File: src/rtl/prefetch_buffer.sv
`default_nettype none
// +----------------------------------------------------------------------+
// | prefetch_buffer: instruction fetch issue plus circular {cmd,pc} queue |
// | Revision: 1.0                                                        |
// +----------------------------------------------------------------------+
module prefetch_buffer #(
  parameter int              XLEN     = 32,
  parameter int              DEPTH    = 4,
  parameter logic [XLEN-1:0] RESET_PC = '0
) (
  input  logic            clk,
  input  logic            reset,
  input  logic            stop,
  input  logic            redirect,
  input  logic [XLEN-1:0] redirect_pc,
  output logic            mem_req,
  output logic [XLEN-1:0] mem_addr,
  input  logic            mem_gnt,
  input  logic            mem_rvalid,
  input  logic [XLEN-1:0] mem_rdata,
  output logic            out_valid,
  input  logic            out_ready,
  output logic [XLEN-1:0] out_command,
  output logic [XLEN-1:0] out_pc
);

  localparam int               AW      = $clog2(DEPTH);
  localparam logic [AW:0]      DEPTH_C = (AW+1)'(DEPTH);
  localparam logic [AW+1:0]    DEPTH_W = (AW+2)'(DEPTH);

  logic [XLEN-1:0] fetch_pc;
  logic [XLEN-1:0] pending_pc;
  logic [XLEN-1:0] cmd_q [DEPTH];
  logic [XLEN-1:0] pc_q  [DEPTH];
  logic [AW-1:0]   wr_ptr;
  logic [AW-1:0]   rd_ptr;
  logic [AW:0]     count;
  logic            pending;
  logic            drop;

  logic [AW+1:0]   inflight;
  logic            grant;
  logic            push;
  logic            pop;
  logic            full;
  logic            unused_pc_bits;

  // Credit counts the outstanding fetch so a response always finds a free slot.
  assign inflight = {1'b0, count} + {{(AW+1){1'b0}}, pending};
  assign full     = (count == DEPTH_C);
  assign mem_req  = !reset && !stop && !redirect && (inflight < DEPTH_W);
  assign mem_addr = {fetch_pc[XLEN-1:2], 2'b00};
  assign grant    = mem_req && mem_gnt;

  assign push      = mem_rvalid && pending && !drop && !redirect && !full;
  assign out_valid = (count != '0) && !redirect && !stop;
  assign pop       = out_valid && out_ready;

  assign out_command = (count != '0) ? cmd_q[rd_ptr] : '0;
  assign out_pc      = (count != '0) ? pc_q[rd_ptr]  : '0;

  assign unused_pc_bits = ^{redirect_pc[1:0], fetch_pc[1:0]};

  always_ff @(posedge clk or posedge reset) begin
    if (reset) begin
      fetch_pc   <= RESET_PC;
      pending    <= 1'b0;
      pending_pc <= '0;
      drop       <= 1'b0;
      count      <= '0;
      wr_ptr     <= '0;
      rd_ptr     <= '0;
    end else begin
      if (redirect) begin
        fetch_pc <= {redirect_pc[XLEN-1:2], 2'b00};
      end else if (grant) begin
        fetch_pc <= mem_addr + XLEN'(4);
      end

      if (grant) begin
        pending    <= 1'b1;
        pending_pc <= mem_addr;
      end else if (mem_rvalid) begin
        pending <= 1'b0;
      end

      // A response arriving with the redirect is discarded directly; only a
      // still-outstanding one needs the drop flag.
      if (redirect) begin
        drop <= pending && !mem_rvalid;
      end else if (mem_rvalid) begin
        drop <= 1'b0;
      end

      if (redirect) begin
        count  <= '0;
        wr_ptr <= '0;
        rd_ptr <= '0;
      end else begin
        if (push) wr_ptr <= wr_ptr + 1'b1;
        if (pop)  rd_ptr <= rd_ptr + 1'b1;
        count <= count + (AW+1)'(push) - (AW+1)'(pop);
      end
    end
  end

  always_ff @(posedge clk) begin
    if (push) begin
      cmd_q[wr_ptr] <= mem_rdata;
      pc_q[wr_ptr]  <= pending_pc;
    end
  end

endmodule
`default_nettype wire

File: config.mk
export PLATFORM = sky130hd
export DESIGN_NAME = prefetch_buffer
export DESIGN_NICKNAME = d
export VERILOG_FILES = /design/src/rtl/prefetch_buffer.sv
export SDC_FILE = /design/constraint.sdc
export NUM_CORES = 1
export LEC_CHECK = 0
export ABC_CLOCK_PERIOD_IN_PS = 2700
export CORE_ASPECT_RATIO = 0.6
export CORE_MARGIN = 1
export CORE_UTILIZATION = 25
export DETAILED_ROUTE_END_ITERATION = 8
export GPL_TIMING_DRIVEN = 0
export HOLD_SLACK_MARGIN = 0.1
export PLACE_DENSITY = 0.55
export SLEW_MARGIN = 20
export SYNTH_ARGS = -nofsm -noshare
export SYNTH_HDL_FRONTEND = slang
export SYNTH_SLANG_ARGS = --single-unit
File: constraint.sdc
create_clock -name clk -period 2.7 [get_ports clk]
set_clock_uncertainty 0.05 [all_clocks]
set_input_delay 0.54 -clock clk [delete_from_list [all_inputs] [get_ports clk]]
set_output_delay 0.54 -clock clk [all_outputs]
set_load 0.02 [all_outputs]
==> results.toml <==
[timing]
clock.fmax_ghz = 0.359
final.min_clock_period_ns = 2.78
rsz0062_at_grt = "true"
hold_slack_ns = 0.334
worstMarginPinSlew_ns = 0.835
slew_viol_final = 0
setup_viol = 31
setup_slack_ns = -0.0847
hold_violations = 0
fin_crit_sh_pct = 103
relSlewSlack_pct = 44.0

[drt]
firstDrtPassIters = 4
drc_errors = 0
drt-initial-drc-count = 424
wl_per_cell_um = 20.1
vias = 7665
wl_met1_mm = 16.8
dr_wl_met3_mm = 1.58
wl_met2_mm = 16.0
totalWireLength_mm = 34.9
top_layer_used = "met4"
ant_nets = 0
avgViaCountPerCell = 4.41

[yosys]
synthCells = 784
async_flop_share_pct = 21.8
syn_area_um2 = 12900
syn_avg_cell_area_um2 = 16.5
synth-simple-area-share_pct = 9.81
synth_seq_cells = 317
synth_top_family_by_area = "multiplexers"
synth-xor-area-share_pct = 0.271
synth_compound_area_share_pct = 4.57
ys_warn_count = 0
synth_edf_count = 248
dominantRegCellSynth = "edfxtp_1"
synthMuxAreaShare_pct = 11.0
synthAdderAreaFrac_pct = 0.929
ys_seq_area_share_pct = 70.9
synth.distinct_cells = 54

[global_route]
grt_pass1_vias = 7894
antenna_found_initial = 0
grt_max_degree = 47
overflow = 0
gr-usage-all-layers_pct = 13.4
grt_pass1_wl_mm = 51.3

[run_status]
violations = "setup timing"
status = "finished, violations left"

[setup_path]
path_delay_family = "buffers and inverters"
worstPathCellList = "buf_12, buf_6, buf_16, mux4_2, nor2b_1, buf_4"
endpoint_kind = "primary output"
crit_type = "reg -> out"
slowest_stage = "mux4_2"
arrival_ns = 2.19
startpoint_type = "flop"
cpPeakStageDelay_ns = 0.48
cp_max_fo = 9
cp.required_ns = 2.11
crit_start = "rd_ptr[0]"
worstReg2RegStart = "count[1]"
critPathBufInv = 4

[clocking]
clk_pin_slew_ns = 0.06
numCtsBuffers = 35
clock_path_buffers = 3
clock-sinks = 317
root_buffer = "clkbuf_16"
clk_latency_ns = 0.52
ctsHoldBuffers = 0
cts_tree = "yes"
cts_max_level = 2

[floorplan]
die_w_um = 296
num_rows = 64
start_util_pct = 25.4
die_h_um = 178
core_area_um2 = 51000
dieArea_um2 = 52700
ios = 169

[place]
dpl.hpwl_mm = 23.4
routabilityCongestion = 0.809
placed_cell_area_um2 = 15600
io_buffers = 160
dp_slack_ns = -1.10

[pwr]
vdd_drop_max_mv = 0.364
finalPower_mw = 12.3
power_density_nw_per_um2 = 711
total_leakage_power_nw = 6.16

[final_layout]
syn_to_final_growth_pct = 33.5
n_antenna_cell = 0
drive_gt1_share_pct = 27.4
final_area_um2 = 17300
fin_nets = 1097

[run]
maxCapViolations = 0

[worst_hold_path]
min_path_type = "in -> async"
[final timing paths]
path	cells after the start	slack [ns]	endpoint
min in group clk	3	0.45	fetch_pc[26]
min reg2reg	0	0.48	pc_q[1][11]
max in group asynchronous	3	1.70	pending_pc[2]
max reg2reg	11	0.21	count[2]
min	2	0.33	pending
max	6	-0.08	out_pc[4]
[placed cells by master (no fill, tap or decap), types with 11 or more instances in the layout]
cell and instances:
inv_1 18, clkdlybuf4s50_1 96, nand2_1 99, nor2b_1 51, dfrtp_1 65, mux4_2 62
buf_6 28, nor2b_4 12, o21ai_0 20, nand3_1 11, buf_4 40, buf_12 12
clkbuf_1 12, nor2_1 17, edfxtp_1 248, nand4_1 12, buf_2 36, clkbuf_16 38
[report_power, final]
group | total (mW) | leakage (nW) | switching, mW | internal [mW]
clock | 5.03 | 0.593 | 1.97 | 3.06
sequential | 5.84 | 3.11 | 0.279 | 5.56
combinational | 1.40 | 2.46 | 0.748 | 0.655
[worst register-to-register path, delay by kind of cell (launching register included)]
kind	cells	cell delay (ns)
adders and majority gates	3	0.81
buffers and inverters	4	0.52
DFF	1	0.46
and+or+nand+nor	3	0.35
xor gates and xnor gates	1	0.14
[repair_timing]
action	4_1_cts	5_1_grt
pin swaps	0	2
resized for setup	380	31
cloned	4	2
setup endpoints to repair	87	64
setup buffers	20	7
[stage by stage]
step / std cells / util (%) / setup TNS [ns]
3_3_place_gp: 1640 / 30.2 / -418.53
6_report: 1737 / 33.9 / -1.49
3_5_place_dp: 1645 / 30.5 / -155.36
2_1_floorplan: 787 / - / 0
4_1_cts: 1731 / 33.6 / -3.96
5_1_grt: 1737 / 33.9 / -5.08
[registers in the layout, summed over array words and instances, names as in the netlist]
register	count
cmd_q	128
wr_ptr	2
pending	1
count	3
pc_q	120
drop	1
rd_ptr	2
fetch_pc	30
pending_pc	30
[layout make-up]
type / count / area, µm²
Tap cell: 693 / 867
Clock buffer: 49 / 990
Fill cell: 4957 / 33700
Inverter: 19 / 73.8
Clock inverter: 15 / 221
Multi-Input combinational cell: 406 / 3580
Buffer: 44 / 415
Sequential cell: 317 / 9180
Timing Repair Buffer: 194 / 1940
[cells in the mapped netlist, types with 11 or more instances]
master    count  area (µm²)
buf_2        16        80.1
clkbuf_1     17        63.8
dfrtp_1      69        1730
edfxtp_1    248        7450
inv_1        19        71.3
mux4_2       62        1400
nand2_1      99         372
nand3_1      11        55.1
nand4_1      12        75.1
nor2_1       17        63.8
nor2b_1      63         394
o21ai_0      20         100
[routing by layer]
layer	track usage, %	vias to the layer above
met1	19.2	3992
met3	2.70	43
met5	0	-
li1	-	3476
met2	20.9	154
met4	2.59	0
[kinds of logic after synthesis]
kind of cell / count (synthesis)
flops: 317
simple gates: 244
compound gates: 80
mux: 65
buf+inv: 64
fa+ha+maj: 9
xor+xnor: 4
other cells: 1
(Power assumes the default switching activity.)
